File: config.mk
export PLATFORM = sky130hd
export DESIGN_NAME = pipe_stage_reg
export DESIGN_NICKNAME = d
export VERILOG_FILES = /design/src/rtl/pipe_stage_reg.sv
export SDC_FILE = /design/constraint.sdc
export NUM_CORES = 1
export LEC_CHECK = 0
export ABC_CLOCK_PERIOD_IN_PS = 2930
export CAP_MARGIN = 20
export CORE_UTILIZATION = 39
export DETAILED_ROUTE_END_ITERATION = 7
export GPL_ROUTABILITY_DRIVEN = 0
export PLACE_DENSITY_LB_ADDON = 0.15
export SLEW_MARGIN = 30
export SYNTH_ARGS = -nofsm -noshare
export SYNTH_HDL_FRONTEND = slang
export SYNTH_SLANG_ARGS = --single-unit
export TNS_END_PERCENT = 5
File: constraint.sdc
create_clock -name clk -period 2.93 [get_ports clk]
set_input_delay 0.7325 -clock clk [delete_from_list [all_inputs] [get_ports clk]]
set_output_delay 0.7325 -clock clk [all_outputs]
set_load 0.02 [all_outputs]
File: src/rtl/pipe_stage_reg.sv
// pipe_stage_reg: generic inter-stage pipeline register carrying {pc, ir, data}
// under a valid/ready handshake, with flush for squashing wrong-path work.
//
// Handshake: a beat moves when valid & ready are both high at a rising clk
// edge; valid never depends on ready, and an offered beat (in_valid with
// in_ready low) is expected to stay stable until it is taken.
//
// SKID=1: main entry plus one skid entry, in_ready is a flop.
// SKID=0: single entry, in_ready = !out_valid | out_ready (combinational).
// Optional macro PIPE_STAGE_STAT_EN adds a saturating stall-cycle counter on
// stat_stall; without it stat_stall is tied to zero.
module pipe_stage_reg #(
  parameter int          DATA_W = 192,
  parameter int          SKID   = 1,
  parameter logic [31:0] NOP_IR = 32'h00000000
) (
  input  logic              clk,
  input  logic              rst,
  input  logic              flush,
  input  logic              in_valid,
  output logic              in_ready,
  input  logic [31:0]       in_pc,
  input  logic [31:0]       in_ir,
  input  logic [DATA_W-1:0] in_data,
  output logic              out_valid,
  input  logic              out_ready,
  output logic [31:0]       out_pc,
  output logic [31:0]       out_ir,
  output logic [DATA_W-1:0] out_data,
  output logic [31:0]       stat_stall
);

  // One atomic entry; fields always move together.
  typedef struct packed {
    logic [31:0]       pc;
    logic [31:0]       ir;
    logic [DATA_W-1:0] data;
  } entry_t;

  // Value held by an invalid entry so idle outputs never show stale data.
  localparam entry_t EMPTY_ENTRY = '{pc: 32'h0, ir: NOP_IR, data: '0};

  entry_t in_entry;
  entry_t head;
  logic   in_xfer;
  logic   out_xfer;

  assign in_entry = '{pc: in_pc, ir: in_ir, data: in_data};
  assign in_xfer  = in_valid & in_ready;
  assign out_xfer = out_valid & out_ready;

  assign out_pc   = head.pc;
  assign out_ir   = head.ir;
  assign out_data = head.data;

  if (SKID != 0) begin : g_skid
    typedef enum logic [1:0] {EMPTY, ONE, TWO} state_t;

    state_t state_q;
    state_t state_d;
    entry_t main_q;
    entry_t skid_q;
    logic   ready_q;

    // Next occupancy; flush always empties, the head may still be consumed.
    always_comb begin
      state_d = state_q;
      if (flush) begin
        state_d = EMPTY;
      end else begin
        case (state_q)
          EMPTY:   if (in_xfer) state_d = ONE;
          ONE: begin
            if (out_xfer && !in_xfer)      state_d = EMPTY;
            else if (in_xfer && !out_xfer) state_d = TWO;
          end
          TWO:     if (out_xfer) state_d = ONE;
          default: state_d = EMPTY;
        endcase
      end
    end

    // Occupancy, entry storage and the registered in_ready.
    always_ff @(posedge clk) begin
      if (rst) begin
        state_q <= EMPTY;
        main_q  <= EMPTY_ENTRY;
        skid_q  <= EMPTY_ENTRY;
        ready_q <= 1'b1;
      end else begin
        state_q <= state_d;
        ready_q <= (state_d != TWO);
        if (flush) begin
          main_q <= EMPTY_ENTRY;
          skid_q <= EMPTY_ENTRY;
        end else begin
          case (state_q)
            EMPTY: if (in_xfer) main_q <= in_entry;
            ONE: begin
              if (in_xfer && out_xfer) main_q <= in_entry;
              else if (out_xfer)       main_q <= EMPTY_ENTRY;
              else if (in_xfer)        skid_q <= in_entry;
            end
            TWO: begin
              if (out_xfer) begin
                main_q <= skid_q;
                skid_q <= EMPTY_ENTRY;
              end
            end
            default: begin
              main_q <= EMPTY_ENTRY;
              skid_q <= EMPTY_ENTRY;
            end
          endcase
        end
      end
    end

    assign in_ready  = ready_q;
    assign out_valid = (state_q != EMPTY);
    assign head      = main_q;
  end else begin : g_single
    logic   valid_q;
    entry_t entry_q;

    // Single entry: replace on accept, clear on consume or flush.
    always_ff @(posedge clk) begin
      if (rst) begin
        valid_q <= 1'b0;
        entry_q <= EMPTY_ENTRY;
      end else if (flush) begin
        valid_q <= 1'b0;
        entry_q <= EMPTY_ENTRY;
      end else if (in_xfer) begin
        valid_q <= 1'b1;
        entry_q <= in_entry;
      end else if (out_xfer) begin
        valid_q <= 1'b0;
        entry_q <= EMPTY_ENTRY;
      end
    end

    assign in_ready  = !valid_q | out_ready;
    assign out_valid = valid_q;
    assign head      = entry_q;
  end

`ifdef PIPE_STAGE_STAT_EN
  logic [31:0] stall_q;

  // Count cycles where a valid head is blocked; saturates, reset-only clear.
  always_ff @(posedge clk) begin
    if (rst) begin
      stall_q <= 32'h0;
    end else if (out_valid && !out_ready && (stall_q != 32'hFFFFFFFF)) begin
      stall_q <= stall_q + 32'd1;
    end
  end

  assign stat_stall = stall_q;
`else
  assign stat_stall = 32'h0;
`endif

endmodule

==> results.txt <==
status -> finished, final reports clean
final hold slack -> 0.492 ns
Yosys top cell by area -> dfxtp_1
top-level I/O count -> 551
fin crit share -> 95.5%
register area -> 0.0103 mm2
worst-skew pair later-pin latency -> 0.61 ns
critical path peak fanout -> 28
CTS tree -> done
Crit path depth -> 2
DR vias -> 20900
clk sink count -> 515
initial antenna violation count -> 12
GRT Util Overall -> 23.0%
# rows -> 92
Congestion Overflow GR -> 0
end point of the worst hold path -> g_skid.skid_q[149]$_SDFFE_PP0P_
syn_area_per_cell -> 9.54 um2
minimum clock period -> 2.80 ns
DRC -> 0
synth unique cells -> 28
leakage -> 11.1 nW
layout cells sized above 1 -> 5.61%
Async SR Flop Fraction -> 0%
largest stage delay on the critical path -> 0.65 ns
die height -> 255 um
reg2reg start -> g_skid.state_q[0]$_SDFF_PP0_
Main synth FF type -> dfxtp_1
Hold Path Depth -> 2
IO Port Bufs -> 518
Wirelength per Cell -> 20.1 um
Worst Path Buf+Inv -> 1
YS warnings -> 0
Crit Path Class -> reg2out
worst r2r dst -> g_skid.skid_q[97]$_SDFFE_PP0P_
worst path arrival time -> 2.07 ns
drt pass-1 iters -> 7
Rel. slew slack -> 34.8%
die footprint -> 0.0651 mm2
largest net degree at the start of global routing -> 165
worst path cell trace -> or2_2 > clkdlybuf4s50_1
hold path start -> g_skid.skid_q[149]$_SDFFE_PP0P_
R2R setup slack -> 0.84 ns
CP Launch Type -> flip-flop
min-delay worst type -> reg2reg
Final Skew -> 0.0154 ns
FF-to-FF path depth -> 5
synth cell count leaders -> dfxtp_1 (515), nor2_1 (515), mux2i_1 (513)
Syn Inst Count -> 2620
vias in the first global route -> 20600
Cell Area, Synth -> 0.0250 mm2
Pwr per Cell Area -> 536 mW/mm2
final setup violation count -> 0
HPWL Detailed -> 49.6 mm
register area share after synthesis -> 41.2%
MaxCap Viol Count -> 0
WL final -> 78.3 mm
core area -> 0.0632 mm2
H-tree depth -> 2
top post-synthesis cells by area -> dfxtp_1 (41%), mux2i_1 (21%), o2bb2ai_1 (9.0%)
WP data required -> 2.20 ns
starting density of the core -> 39.6%
Max VDD drop -> 0.421 mV
Sum Neg Setup Slack -> 0 ns
post_cts resized -> 0
filler cell count -> 5688
Reg clk slew, reported paths -> 0.06 ns
Num CTS Buffers -> 59
Worst Tran Pin Value -> 0.978 ns
first-pass GRT wire length -> 119 mm
Post-synth EDFFs -> 0
area of the multi-input gates -> 0.0131 mm2
remaining antenna violation count -> 0
crit path capture type -> output port
CTS root buf -> clkbuf_16
Layout area overhead -> 30.5%
delay-heaviest family, CP -> buffers and inverters
Synth Register Bits -> 515
f_max -> 357 MHz
# hold bufs at CTS -> 0
Max Root-Sink Buffers -> 3
die width -> 255 um
Vias/cell -> 5.37
RSZ-0062 raised after global routing -> no
final net count -> 3265
Synth top area share -> 41.2%
DRT iter0 DRCs -> 1246
Critical Path Slowest Stage Cell -> clkdlybuf4s50_1
Final Hold Viols -> 0
final slew viol count -> 0
post-layout util -> 51.6%
==> per-stage QoR <==
| stage | worst slack [ns] | cell area, um2 | cells | total power [mW] |
|---|---|---|---|---|
| 2_1_floorplan | 0.989 | 25100 | 2651 | 8.98 |
| 3_3_place_gp | 0.277 | 30600 | 3788 | 10.1 |
| 3_5_place_dp | 0.206 | 30600 | 3788 | 10.1 |
| 4_1_cts | 0.0111 | 32600 | 3894 | 17.7 |
| 5_1_grt | 0.0561 | 32600 | 3899 | 18.2 |
| 6_report | 0.132 | 32600 | 3900 | 17.5 |
==> tightest hold or removal path, stage by stage (launching register included) <==
cell and delay [ns]:
dfxtp_1 0.32, mux2i_1 0.06, nor2_1 0.07
==> worst max-delay path by stage <==
stage	from	slack (ns)	end
after floorplan	out_ready	0.99	out_data[166]$_SDFFE_PP0P_
after global placement	out_ready	0.28	g_skid.skid_q[231]$_SDFFE_PP0P_
after detailed placement	out_ready	0.21	g_skid.skid_q[229]$_SDFFE_PP0P_
after CTS	g_skid.state_q[1]$_SDFF_PP0_	0.01	out_valid
after global routing	g_skid.state_q[0]$_SDFF_PP0_	0.06	out_valid
final	g_skid.state_q[0]$_SDFF_PP0_	0.13	out_valid
==> timing repair <==
| item | 4_1_cts | 5_1_grt |
|---|---|---|
| setup buffers | 0 | 1 |
| setup endpoints to repair | 0 | 1 |
| hold endpoints to repair | 0 | 0 |
==> report_power, final <==
part	switching [mW]	internal [mW]
Combinational	1.46	1.21
Sequential	0.120	7.16
Clock	3.02	4.49
==> kinds of logic after synthesis <==
group / Yosys count / share of synthesized area (%)
compound gates: 517 / 16.9
simple gates: 782 / 14.5
mux: 514 / 20.6
other cells: 1 / 0.0150
buf+inv: 291 / 6.78
flops: 515 / 41.2
==> placed cells by master, fill, tap and decap left out, types with 2 or more instances in the layout <==
cell type and instances:
a22oi_1 256, and2_1 256, buf_12 35, buf_4 25, buf_6 2, bufinv_16 4, clkbuf_1 11, clkbuf_16 61
clkbuf_8 14, clkdlybuf4s50_1 518, clkinv_2 11, clkinvlp_4 3, conb_1 32, dfxtp_1 513, dfxtp_4 2, diode_2 5
mux2i_1 513, nand3b_1 3, nor2_1 515, o2bb2ai_1 256
==> area by class of cell <==
cell class / instances / area share (%)
Multi-Input combinational cell: 1845 / 40.3
Tap cell: 846 / 3.24
Clock inverter: 20 / 0.667
Inverter: 2 / 0.0230
Clock buffer: 86 / 5.40
Sequential cell: 515 / 31.6
Antenna cell: 5 / 0.0384
Timing Repair Buffer: 581 / 18.7
==> layer usage <==
metal  GRT usage (%)  part of all wire, %  vias up
li1                -                    -    10100
met1            30.3                   44    10200
met2            37.8                   47      558
met5               0                 0.11        -
met4            7.24                  2.5       14
met3            4.57                  5.7      129
==> flip-flops by register name, indices dropped and copies added (netlist names) <==
| register | count |
|---|---|
| out_data | 192 |
| out_ir | 32 |
| g_skid.state_q | 2 |
| g_skid.skid_q | 256 |
| out_pc | 32 |
| in_ready | 1 |
No activity file was read; power rests on OpenSTA's default activity.
